**src/rtl/mem_arbiter.sv**
```systemverilog
// Single-port memory arbiter sharing one unified memory between fetch and data requesters.
// Define MEM_ARB_FETCH_BUF_EN to add a one-entry fetch buffer that short-circuits repeated fetches.
module mem_arbiter #(
  parameter int MEM_LATENCY = 2
) (
  input  logic        clk,
  input  logic        reset,
  input  logic        if_req,
  input  logic [31:0] if_addr,
  output logic [31:0] if_rdata,
  output logic        if_ready,
  input  logic        dm_req,
  input  logic        dm_we,
  input  logic [31:0] dm_addr,
  input  logic [31:0] dm_wdata,
  output logic [31:0] dm_rdata,
  output logic        dm_ready,
  output logic        mem_en,
  output logic        mem_we,
  output logic [31:0] mem_addr,
  output logic [31:0] mem_wdata,
  input  logic [31:0] mem_rdata
);

  typedef enum logic [1:0] {S_IDLE, S_WAIT, S_DONE} state_t;
  typedef enum logic {OWN_IF, OWN_DM} own_t;

  localparam logic [3:0] LAT_CNT = 4'(MEM_LATENCY);

  state_t      state_q;
  own_t        own_q;
  logic [3:0]  cnt_q;
  logic        we_q;
  logic        mem_en_q;
  logic        mem_we_q;
  logic [31:0] mem_addr_q;
  logic [31:0] mem_wdata_q;
  logic [31:0] if_rdata_q;
  logic [31:0] dm_rdata_q;
  logic        if_ready_q;
  logic        dm_ready_q;

  logic        done_now;
  logic        fb_hit;
  logic [31:0] fb_data;

  assign done_now = (state_q == S_WAIT) && (cnt_q == LAT_CNT);

`ifdef MEM_ARB_FETCH_BUF_EN
  logic        fb_valid_q;
  logic [31:0] fb_addr_q;
  logic [31:0] fb_data_q;

  assign fb_hit  = fb_valid_q && (if_addr == fb_addr_q);
  assign fb_data = fb_data_q;

  // Filled by every completed fetch; a granted data write to the same word drops it.
  always_ff @(posedge clk) begin
    if (!reset) begin
      fb_valid_q <= 1'b0;
      fb_addr_q  <= '0;
      fb_data_q  <= '0;
    end else if (done_now && own_q == OWN_IF) begin
      fb_valid_q <= 1'b1;
      fb_addr_q  <= mem_addr_q;
      fb_data_q  <= mem_rdata;
    end else if (state_q == S_IDLE && dm_req && dm_we && dm_addr == fb_addr_q) begin
      fb_valid_q <= 1'b0;
    end
  end
`else
  assign fb_hit  = 1'b0;
  assign fb_data = '0;
`endif

  always_ff @(posedge clk) begin
    if (!reset) begin
      state_q     <= S_IDLE;
      own_q       <= OWN_IF;
      cnt_q       <= '0;
      we_q        <= 1'b0;
      mem_en_q    <= 1'b0;
      mem_we_q    <= 1'b0;
      mem_addr_q  <= '0;
      mem_wdata_q <= '0;
      if_rdata_q  <= '0;
      dm_rdata_q  <= '0;
      if_ready_q  <= 1'b0;
      dm_ready_q  <= 1'b0;
    end else begin
      mem_en_q   <= 1'b0;
      mem_we_q   <= 1'b0;
      if_ready_q <= 1'b0;
      dm_ready_q <= 1'b0;
      case (state_q)
        S_IDLE: begin
          if (dm_req) begin
            own_q       <= OWN_DM;
            we_q        <= dm_we;
            mem_en_q    <= 1'b1;
            mem_we_q    <= dm_we;
            mem_addr_q  <= dm_addr;
            mem_wdata_q <= dm_wdata;
            cnt_q       <= '0;
            state_q     <= S_WAIT;
          end else if (if_req && fb_hit) begin
            own_q      <= OWN_IF;
            if_rdata_q <= fb_data;
            if_ready_q <= 1'b1;
            state_q    <= S_DONE;
          end else if (if_req) begin
            own_q       <= OWN_IF;
            we_q        <= 1'b0;
            mem_en_q    <= 1'b1;
            mem_addr_q  <= if_addr;
            mem_wdata_q <= '0;
            cnt_q       <= '0;
            state_q     <= S_WAIT;
          end
        end
        S_WAIT: begin
          cnt_q <= cnt_q + 4'd1;
          if (done_now) begin
            if (own_q == OWN_DM) begin
              dm_rdata_q <= we_q ? 32'd0 : mem_rdata;
              dm_ready_q <= 1'b1;
            end else begin
              if_rdata_q <= mem_rdata;
              if_ready_q <= 1'b1;
            end
            state_q <= S_DONE;
          end
        end
        // Ready pulse cycle: no arbitration, so a still-held request is not re-issued here.
        S_DONE:  state_q <= S_IDLE;
        default: state_q <= S_IDLE;
      endcase
    end
  end

  assign if_rdata  = if_rdata_q;
  assign if_ready  = if_ready_q;
  assign dm_rdata  = dm_rdata_q;
  assign dm_ready  = dm_ready_q;
  assign mem_en    = mem_en_q;
  assign mem_we    = mem_we_q;
  assign mem_addr  = mem_addr_q;
  assign mem_wdata = mem_wdata_q;

endmodule

```
**config.mk**
```make
export PLATFORM = sky130hd
export DESIGN_NAME = mem_arbiter
export DESIGN_NICKNAME = d
export VERILOG_FILES = /design/src/rtl/mem_arbiter.sv
export SDC_FILE = /design/constraint.sdc
export NUM_CORES = 1
export LEC_CHECK = 0
export ABC_AREA = 1
export BUFFER_PORTS_ARGS = -buffer_cell sky130_fd_sc_hd__clkbuf_2
export CORE_MARGIN = 2
export CORE_UTILIZATION = 51
export DETAILED_ROUTE_END_ITERATION = 7
export PLACE_DENSITY = 0.85
export SKIP_CTS_REPAIR_TIMING = 1
export SYNTH_ARGS = -nofsm -noshare
export SYNTH_HDL_FRONTEND = slang
export SYNTH_SLANG_ARGS = --single-unit
export TNS_END_PERCENT = 1
```
**constraint.sdc**
```tcl
create_clock -name clk -period 2.85 [get_ports clk]
set_input_delay 0.57 -clock clk [delete_from_list [all_inputs] [get_ports clk]]
set_output_delay 0.57 -clock clk [all_outputs]
set_load 0.05 [all_outputs]
```
==> results.py <==
metrics = {
    "synthesis": {
        "ys_ff_latch": 140,
        "yosysWarnings": 0,
        "synth_cells": 921,
        "syn-num-nets": 1056,
        "synth_cell_types": 20,
        "syn_area_sq_um": 5980,
        "ys_seq_area_share_pct": 46.8,
        "avgSynthCellArea_sq_um": 6.50,
    },
    "clocking": {
        "clock-sinks": 140,
        "cts_buffers": 17,
        "clk_latency_ps": 410,
        "cts-root-buf": "clkbuf_16",
        "clock_path_buffers": 2,
        "clk_pin_slew_ps": 60,
        "cts_tree": "yes",
        "htree_levels": 4,
    },
    "sta": {
        "fmax_mhz": 517,
        "layout_min_cycle_time_ps": 1930,
        "grt_setup_unrepaired": "no",
        "hold_violations": 0,
        "worstMarginPinSlew_ps": 984,
        "setup_viol": 0,
        "slew_headroom_pct": 34.3,
        "setup-tns-final_ps": 0,
        "skew_ps": 6.87,
        "maxSlewViolCount": 0,
        "layout_setup_ws_ps": 917,
        "fin_crit_sh_pct": 67.8,
    },
    "placed_design": {
        "dp.cells": 1280,
        "port_buffers": 264,
        "place_congestion": 0.913,
        "pre_cts_ws_ps": 821,
        "place_hpwl_mm": 11.5,
    },
    "route": {
        "num_vias": 6249,
        "first_pass_iters": 5,
        "ant_nets": 0,
        "drc_errors": 0,
        "drt_iter0_markers": 430,
        "via_per_inst": 4.76,
        "wl_per_cell_microns": 12.7,
        "wl_mm": 16.6,
    },
    "pwr": {
        "p_leak_nw": 4.40,
        "power_w": 0.00568,
        "ir_worst_vdd_mv": 0.575,
        "pwr_density_cell_nw_per_um2": 713,
    },
    "critical_path": {
        "rr_worst_depth": 5,
        "path_max_fanout": 36,
        "path_depth": 5,
        "reg2reg_from": "cnt_q[1]",
        "startpoint": "cnt_q[1]",
        "crit_chain": "ha_1 > nand4_2 > nand2_1 > inv_1 > nor2_1",
        "slowest_stage": "nand4_2",
        "crit_family": "simple AND/OR/NAND/NOR gates",
        "path_buf_inv": 1,
        "cpPeakStageDelay_ps": 770,
        "cp-start-kind": "register",
        "cp.arrival_ps": 2280,
        "crit_type": "reg -> reg",
        "cp-end-kind": "register",
        "r2r_slack_ps": 920,
        "required_ps": 3190,
    },
    "global_routing": {
        "grt_max_degree": 71,
        "grt_pass1_vias": 5836,
        "grt_pass1_wl_mm": 26.8,
        "grt-ovfl-total": 0,
        "gr-usage-all-layers_pct": 26.3,
        "antenna_found_initial": 0,
    },
    "finish": {
        "mostFrequentLayoutCells": "nand2_1, clkbuf_2, nor2_1",
        "n_antenna_cell": 0,
        "area_growth_pct": 33.2,
        "nets": 1291,
        "drive_above_1_share_pct": 26.8,
        "finish.utilization_pct": 69.8,
        "layout_commonest_cell": "nand2_1",
        "instances_no_fill": 1312,
    },
    "floorplanning": {
        "start_util_pct": 52.4,
        "die-width_microns": 112,
        "io_pins": 265,
        "dieArea_sq_um": 12600,
        "core_sq_um": 11400,
        "die_h_microns": 112,
        "rows": 39,
    },
    "min_path": {
        "hold_start": "dm_we",
        "hp-class": "in -> reg",
        "holdPathStages": 3,
    },
    "run": {
        "max_cap_violations": 0,
    },
    "outcome": {
        "status": "finished, final reports clean",
    },
}
## power by group
| group | internal (W) | switching (W) | total [W] |
|---|---|---|---|
| clock | 0.00147 | 0.000821 | 0.00229 |
| combinational | 0.000307 | 0.000918 | 0.00122 |
| sequential | 0.00210 | 0.0000754 | 0.00217 |
## path summary, 6_finish.rpt
check	end
min reg2reg	mem_wdata[18]
max	dm_rdata[7]
min	mem_we
max reg2reg	dm_rdata[7]
## stage by stage
step                      cell area, sq um  hold WS (ps)
after floorplan                       5980           486
after global placement                7350           452
after detailed placement              7350           455
after CTS                             7970           352
after global routing                  7970           370
final                                 7970           363
## sequential cells by signal, indices dropped and copies added, names as in the netlist
register	flops
dm_rdata	32
mem_we	1
if_ready	1
own_q	1
we_q	1
state_q	2
mem_en	1
mem_wdata	32
cnt_q	4
mem_addr	32
if_rdata	32
dm_ready	1
## layer usage
layer | GRT usage (%) | share of wire [%] | up-vias
met3 | 6.05 | 5.7 | 49
met1 | 31.7 | 43 | 2751
met4 | 15.5 | 4.0 | 0
met5 | 0 | 0 | -
li1 | - | - | 3239
met2 | 42.8 | 48 | 210
## cell usage after synthesis (all sizes together)
master	number	area [sq um]
a21oi	35	175
buf	23	118
clkbuf	35	131
dfxtp	140	2800
ha	2	25.0
inv	108	405
nand2	326	1220
nand3	4	20.0
nand4	32	206
nor2	177	674
nor3	2	10.0
o21ai	35	179
o22ai	2	12.5
## worst register-to-register path, cell delays in order, from the launching register on
cell and delay (ps):
dfxtp_1 390, ha_1 240, nand4_2 770, nand2_1 280
inv_1 70, nor2_1 110
## logic make-up (layout without fill, tap and decap cells)
group | count (synthesis) | after routing | synth area share [%]
AO/OA/AOI/OAI | 72 | 72 | 6.13
adder cells (fa/ha/maj) | 2 | 2 | 0.418
flip-flops | 140 | 140 | 46.8
buffers and inverters | 166 | 414 | 10.9
AND/OR/NAND/NOR | 541 | 541 | 35.7
## layout make-up
type | count | area (sq um)
inverter | 108 | 405
sequential | 140 | 2800
fill | 996 | 3450
clock buffer | 22 | 484
multi-input combinational | 615 | 2540
clock inverter | 10 | 138
tap | 143 | 179
timing repair buffer | 274 | 1420
Note: power is estimated with default switching activity, not from simulation.
